===== src/rtl/mips_pkg.sv =====
// Definitions shared by the MIPS main control decoder and the instruction loader:
// primary opcodes, the loader's instruction-class encoding and its FSM states.
package mips_pkg;

  localparam logic [5:0] OP_RTYPE = 6'b000000;
  localparam logic [5:0] OP_LW    = 6'b100011;
  localparam logic [5:0] OP_SW    = 6'b101011;
  localparam logic [5:0] OP_BEQ   = 6'b000100;
  localparam logic [5:0] OP_ADDI  = 6'b001000;
  localparam logic [5:0] OP_J     = 6'b000010;

  // Codes 6 and 7 are deliberately left out of the enum; they are illegal.
  typedef enum logic [2:0] {
    CLS_R    = 3'd0,
    CLS_LW   = 3'd1,
    CLS_SW   = 3'd2,
    CLS_BEQ  = 3'd3,
    CLS_ADDI = 3'd4,
    CLS_J    = 3'd5
  } instrClass_e;

  typedef enum logic [1:0] {
    IDLE = 2'd0,
    LOAD = 2'd1,
    DONE = 2'd2,
    ERR  = 2'd3
  } loaderState_e;

endpackage : mips_pkg


===== src/rtl/instr_encoder.sv =====
// Combinational MIPS encoder: packs instruction-class and field values into a
// 32-bit word; flags classes that the core's control decoder does not support.
module instr_encoder
  import mips_pkg::*;
(
  input  logic [2:0]  cls,
  input  logic [4:0]  rs,
  input  logic [4:0]  rt,
  input  logic [4:0]  rd,
  input  logic [5:0]  funct,
  input  logic [25:0] imm,
  output logic [31:0] word,
  output logic        illegal
);

  // Select the field layout by class; shamt is always zero, imm[25:16] only feeds J.
  always_comb begin
    word    = 32'h0000_0000;
    illegal = 1'b0;
    case (cls)
      CLS_R:    word = {OP_RTYPE, rs, rt, rd, 5'b00000, funct};
      CLS_LW:   word = {OP_LW,   rs, rt, imm[15:0]};
      CLS_SW:   word = {OP_SW,   rs, rt, imm[15:0]};
      CLS_BEQ:  word = {OP_BEQ,  rs, rt, imm[15:0]};
      CLS_ADDI: word = {OP_ADDI, rs, rt, imm[15:0]};
      CLS_J:    word = {OP_J,    imm};
      default:  illegal = 1'b1;
    endcase
  end

endmodule : instr_encoder


===== src/rtl/imem_loader.sv =====
// Sequential instruction-memory writer: accepts decoded instruction beats, encodes
// them and writes one word per accepted beat at consecutive addresses from 0.
module imem_loader
  import mips_pkg::*;
#(
  parameter int WIDTH  = 32,
  parameter int ADDR_W = 8
) (
  input  logic              clk,
  input  logic              reset,
  input  logic              start,
  input  logic              in_valid,
  output logic              in_ready,
  input  logic              in_last,
  input  logic [2:0]        in_op,
  input  logic [4:0]        in_rs,
  input  logic [4:0]        in_rt,
  input  logic [4:0]        in_rd,
  input  logic [5:0]        in_funct,
  input  logic [25:0]       in_imm,
  output logic              imem_we,
  output logic [ADDR_W-1:0] imem_addr,
  output logic [WIDTH-1:0]  imem_wdata,
  output logic [ADDR_W:0]   count,
  output logic              done,
  output logic              error
);

  loaderState_e      stateR, nextStateS;
  logic [ADDR_W-1:0] addrR;
  logic [ADDR_W:0]   countR;
  logic [ADDR_W-1:0] waddrR;
  logic [WIDTH-1:0]  wdataR;
  logic              weR, doneR, errorR, inReadyR;
  logic [31:0]       wordS;
  logic              illegalS, acceptS, writeS, lastAddrS, faultS;

  instr_encoder u_enc (
    .cls     (in_op),
    .rs      (in_rs),
    .rt      (in_rt),
    .rd      (in_rd),
    .funct   (in_funct),
    .imm     (in_imm),
    .word    (wordS),
    .illegal (illegalS)
  );

  // start outranks a beat presented in the same cycle, so such a beat is dropped.
  assign acceptS   = (stateR == LOAD) && in_valid && !start;
  assign writeS    = acceptS && !illegalS;
  assign lastAddrS = (addrR == {ADDR_W{1'b1}});
  assign faultS    = acceptS && (illegalS || (!in_last && lastAddrS));

  // Next-state selection; start restarts the load from any state.
  always_comb begin
    nextStateS = stateR;
    if (start) begin
      nextStateS = LOAD;
    end else begin
      case (stateR)
        IDLE: nextStateS = IDLE;
        LOAD: begin
          if (!acceptS) begin
            nextStateS = LOAD;
          end else if (faultS) begin
            nextStateS = ERR;
          end else if (in_last) begin
            nextStateS = DONE;
          end else begin
            nextStateS = LOAD;
          end
        end
        DONE:    nextStateS = IDLE;
        ERR:     nextStateS = ERR;
        default: nextStateS = IDLE;
      endcase
    end
  end

  // State, address/count and registered write port.
  always_ff @(posedge clk) begin
    if (reset) begin
      stateR   <= IDLE;
      inReadyR <= 1'b0;
      addrR    <= {ADDR_W{1'b0}};
      countR   <= {(ADDR_W+1){1'b0}};
      waddrR   <= {ADDR_W{1'b0}};
      wdataR   <= {WIDTH{1'b0}};
      weR      <= 1'b0;
      doneR    <= 1'b0;
      errorR   <= 1'b0;
    end else begin
      stateR   <= nextStateS;
      inReadyR <= (nextStateS == LOAD);
      weR      <= writeS;
      doneR    <= writeS && in_last;
      if (start) begin
        addrR  <= {ADDR_W{1'b0}};
        countR <= {(ADDR_W+1){1'b0}};
        errorR <= 1'b0;
      end else begin
        if (writeS) begin
          addrR  <= addrR + ADDR_W'(1);
          countR <= countR[ADDR_W] ? countR : countR + (ADDR_W+1)'(1);
          waddrR <= addrR;
          wdataR <= wordS;
        end
        errorR <= errorR | faultS;
      end
    end
  end

  assign in_ready   = inReadyR;
  assign imem_we    = weR;
  assign imem_addr  = waddrR;
  assign imem_wdata = wdataR;
  assign count      = countR;
  assign done       = doneR;
  assign error      = errorR;

endmodule : imem_loader


===== config.mk =====
export PLATFORM = sky130hd
export DESIGN_NAME = imem_loader
export DESIGN_NICKNAME = d
export VERILOG_FILES = /design/src/rtl/mips_pkg.sv /design/src/rtl/instr_encoder.sv /design/src/rtl/imem_loader.sv
export SDC_FILE = /design/constraint.sdc
export NUM_CORES = 1
export LEC_CHECK = 0
export BUFFER_PORTS_ARGS = -buffer_cell sky130_fd_sc_hd__buf_2
export CAP_MARGIN = 20
export CORE_MARGIN = 8
export CORE_UTILIZATION = 45
export DETAILED_ROUTE_END_ITERATION = 7
export GPL_TIMING_DRIVEN = 0
export PLACE_DENSITY = 0.79
export REMOVE_ABC_BUFFERS = 1
export SYNTH_ARGS = -nofsm -noshare
export SYNTH_HDL_FRONTEND = slang
export SYNTH_SLANG_ARGS = --single-unit

===== constraint.sdc =====
create_clock -name clk -period 1.7 [get_ports clk]
set_input_delay 0.51 -clock clk [delete_from_list [all_inputs] [get_ports clk]]
set_output_delay 0.51 -clock clk [all_outputs]
set_load 0.02 [all_outputs]

==> summary.md <==
| Metric | Value |
|---|---|
| Routability Congestion | 0.741 |
| # hold bufs at CTS | 0 |
| Gr usage total | 0.187 |
| Final hold viol count | 0 |
| Num Clock Sinks | 61 |
| Worst-path cell chain | buf_2, nand4bb_4, buf_16, or4_1, a21oi_1 |
| Crit end category | flop |
| First-pass GRT wire length | ~15000 µm |
| Detail-routed via count per cell | between 5 and 6 |
| Met2 Use GR | 0.293 |
| Clk_skew | between 0.006 and 0.007 ns |
| Worst endpoint required time | about 2 ns |
| Critical Path Source Type | primary input |
| Routing usage on met1 | 0.216 |
| Critical path's largest stage delay | about 0.52 ns |
| Syn Area/Cell | ~8.3 µm² |
| Outcome | completed |
| CP max FO | 33 |
| Largest net degree at the start of global routing | 52 |
| EDFF count, synth | 0 |
| Critical path buffers and inverters | 2 |
| FMAX | 606 MHz |
| Antenna fix cells | 0 |
| Num ports | about 110 |
| Post-synth top area share | 0.405 |
| RR Startpoint | stateR[1] |
| Post-route ant nets | 0 |
| Starting DRT DRC Count | between 200 and 250 |
| H-tree levels | 3 |
| FF+latch count, synth | 61 |
| Core Footprint | roughly 6600 µm² |
| Fin area | between 3000 and 4000 µm² |
| Die span in x | about 98 µm |
| GR peak layer | met2 |
| Worst slew margin | 0.562 |
| Synth area leader | dfxtp_1 |
| Clock Pin Slew Worst Setup and Hold Paths | 0.06 ns |
| Die height | 97.8 µm |
| Share of cells above drive strength 1 | 0.308 |
| Yosys warns | 0 |
| Worst IR drop on VDD | 0.000548 V |
| NumNets Final | around 510 |
| RSZ-0062 raised after global routing | false |
| Syn Inst Count | 362 |
| Levels on crit path | 5 |
| Worst Hold Path EP | imem_wdata[10] |
| Area occupied by registers | ~1200 µm² |
| Area growth from synthesis to layout | 26.4% |
| Die area | about 9600 µm² |
| Ys flop type | dfxtp_1 |
| Detailed placer's ending HPWL | just under 6000 µm |
| CTS Buf Count | 9 |
| Total number of vias | slightly above 3k |
| Placed cell areas | 3550 µm² |
| Cell Area, Synth | roughly 3000 µm² |
| Hold Crit Start | in_imm[10] |
| Pwr dens | roughly 830 nW/µm² |
| Worst R2R Path Depth | 4 |
| Initial core utilization | 0.453 |
| Detailed Routing Iterations Pass 1 | 4 |
| FF-to-FF End | count[3] |
| Clock buffer depth | 2 |
| Setup Crit Path Kind | in2reg |
| Number of global-route vias before repair | roughly 3.1k |
| Final Critical Period | ~1.6 ns |
| Setup violators final | 0 |
| Final Max Tran Viols | 0 |
| Largest delay contributor family on the critical path | simple AND/OR/NAND/NOR gates |
| Area of the multi-input gates | ~1600 µm² |
| Worst-Margin Slew | between 0.6 and 0.7 ns |
| Sequential area share after synthesis | 0.405 |
| Buffers on Ports | around 110 |
| DRC | 0 |
| Max-cap violations | 0 |
| Async S/R FF share, synth | 0 |
| GR Util met3 | 0.0839 |
| Root Buffer | clkbuf_8 |
| Global route overflow | 0 |
| Worst path slowest cell | or4_1 |
| CTS tree | yes |
| Cells on Worst Hold Path | 3 |
| Initial antenna violation count | 0 |
| Worst Path Arrival | ~1.9 ns |
| Synth area leaders | dfxtp_1 41%, a21oi_1 8.0%, a311oi_1 6.4%, nand2b_1 4.4%, nand3_1 4.3% |
| Tcrit/Tclk final | 0.970 |
| Worst Hold Class | in2reg |
| R2R Setup Slk | about 0.090 ns |
| Leak | ~1.5 nW |
| Clock Latency Late Sink | ~0.34 ns |
| Drt wl/cell | about 17 µm |
| Routed wire length | between 8000 and 9000 µm |
| FP Rows | 30 |
| Fillers | 601 |
| Total power | ~3.2 mW |
| Synth unique cells | just over 40 |
==> worst register-to-register path, stage by stage (launching register included) <==
cell and delay [ns]:
dfxtp_1 0.37, nand4bb_4 0.29, buf_16 0.22, or4_1 0.52
a21oi_1 0.15
==> cell usage after synthesis, drive strengths merged, types with 2 or more instances <==
cell type and instances:
or4 5, nor4 5, nor2 6, buf 23, nand4 8, nor2b 2, a311oi 22, or3 12
nand4b 2, nor4b 3, nand2b 21, nor3b 2, o21ai 24, and2 2, clkbuf 17, dfxtp 61
o31ai 5, nand3 26, ha 2, xnor2 2, mux2i 7, a21oi 48, nand2 34, a21o 11
==> metal layers <==
layer	vias up	wire length [µm]
met5	-	0
li1	1496	-
met3	13	723
met1	1445	3730
met4	0	156
met2	113	4190
==> placed cells by master, fill, tap and decap left out, types with 3 or more instances in the layout <==
cell,instances
a21o_1,11
a21oi_1,48
a311oi_1,22
buf_2,104
buf_4,3
clkbuf_4,3
clkbuf_8,11
dfxtp_1,61
mux2i_1,7
nand2_1,33
nand2b_1,21
nand3_1,26
nand4_1,8
nor2_1,5
nor4_1,5
nor4b_2,3
o21ai_0,24
o31ai_1,5
or3_1,12
or4_1,5
==> where the power goes <==
part / switching (mW) / internal [mW] / total, mW
logic: 0.232 / 0.158 / 0.390
registers: 0.0166 / 1.46 / 1.47
clock network: 0.564 / 0.743 / 1.31
total: 0.812 / 2.36 / 3.17
==> sequential cells by signal, summed over array words and instances, names as in the netlist <==
| signal | cells |
|---|---|
| imem_we | 1 |
| done | 1 |
| imem_addr | 8 |
| imem_wdata | 30 |
| addrR | 8 |
| stateR | 2 |
| in_ready | 1 |
| count | 9 |
| error | 1 |
==> kinds of logic after synthesis <==
kind of cell    synth area share
simple gates               0.251
compound gates             0.234
flops                      0.405
buf+inv                   0.0710
mux                       0.0233
fa+ha+maj                0.00831
xor+xnor                 0.00582
other cells              0.00125
==> worst max-delay path by stage <==
stage                   from        endpoint
finish                 start        count[3]
global route           start        count[3]
CTS                 in_op[2]  imem_wdata[23]
detailed placement     start  imem_wdata[23]
global placement       start  imem_wdata[27]
floorplan              start  imem_wdata[27]
==> area by class of cell <==
type | count | share of cell area
flip-flops and latches | 61 | 0.321
clock buffers | 11 | 0.0398
well taps | 80 | 0.0263
inverters | 1 | 0.000986
clock inverters | 4 | 0.0125
repair buffers | 114 | 0.171
multi-input cells | 261 | 0.429
==> through the flow <==
stage	worst slack, ns	hold WS [ns]	setup TNS, ns	std cells	utilization
3_5_place_dp	-0.753	0.464	-30.44	514	0.534
6_report	0.0502	0.428	0	532	0.573
3_3_place_gp	-4.63	0.456	-214.91	508	0.517
5_1_grt	0.000997	0.414	0	532	0.573
4_1_cts	0.0503	0.410	0	532	0.571
2_1_floorplan	-2.39	0.453	-106.62	322	-
==> timing repair <==
| item | CTS | global route |
|---|---|---|
| pin swaps | 2 | 1 |
| endpoints found under the setup margin | 50 | 27 |
| cloned | 1 | 0 |
| resized for setup | 4 | 4 |
| buffers inserted | 2 | 0 |
Power figures use the tool's default switching activity.
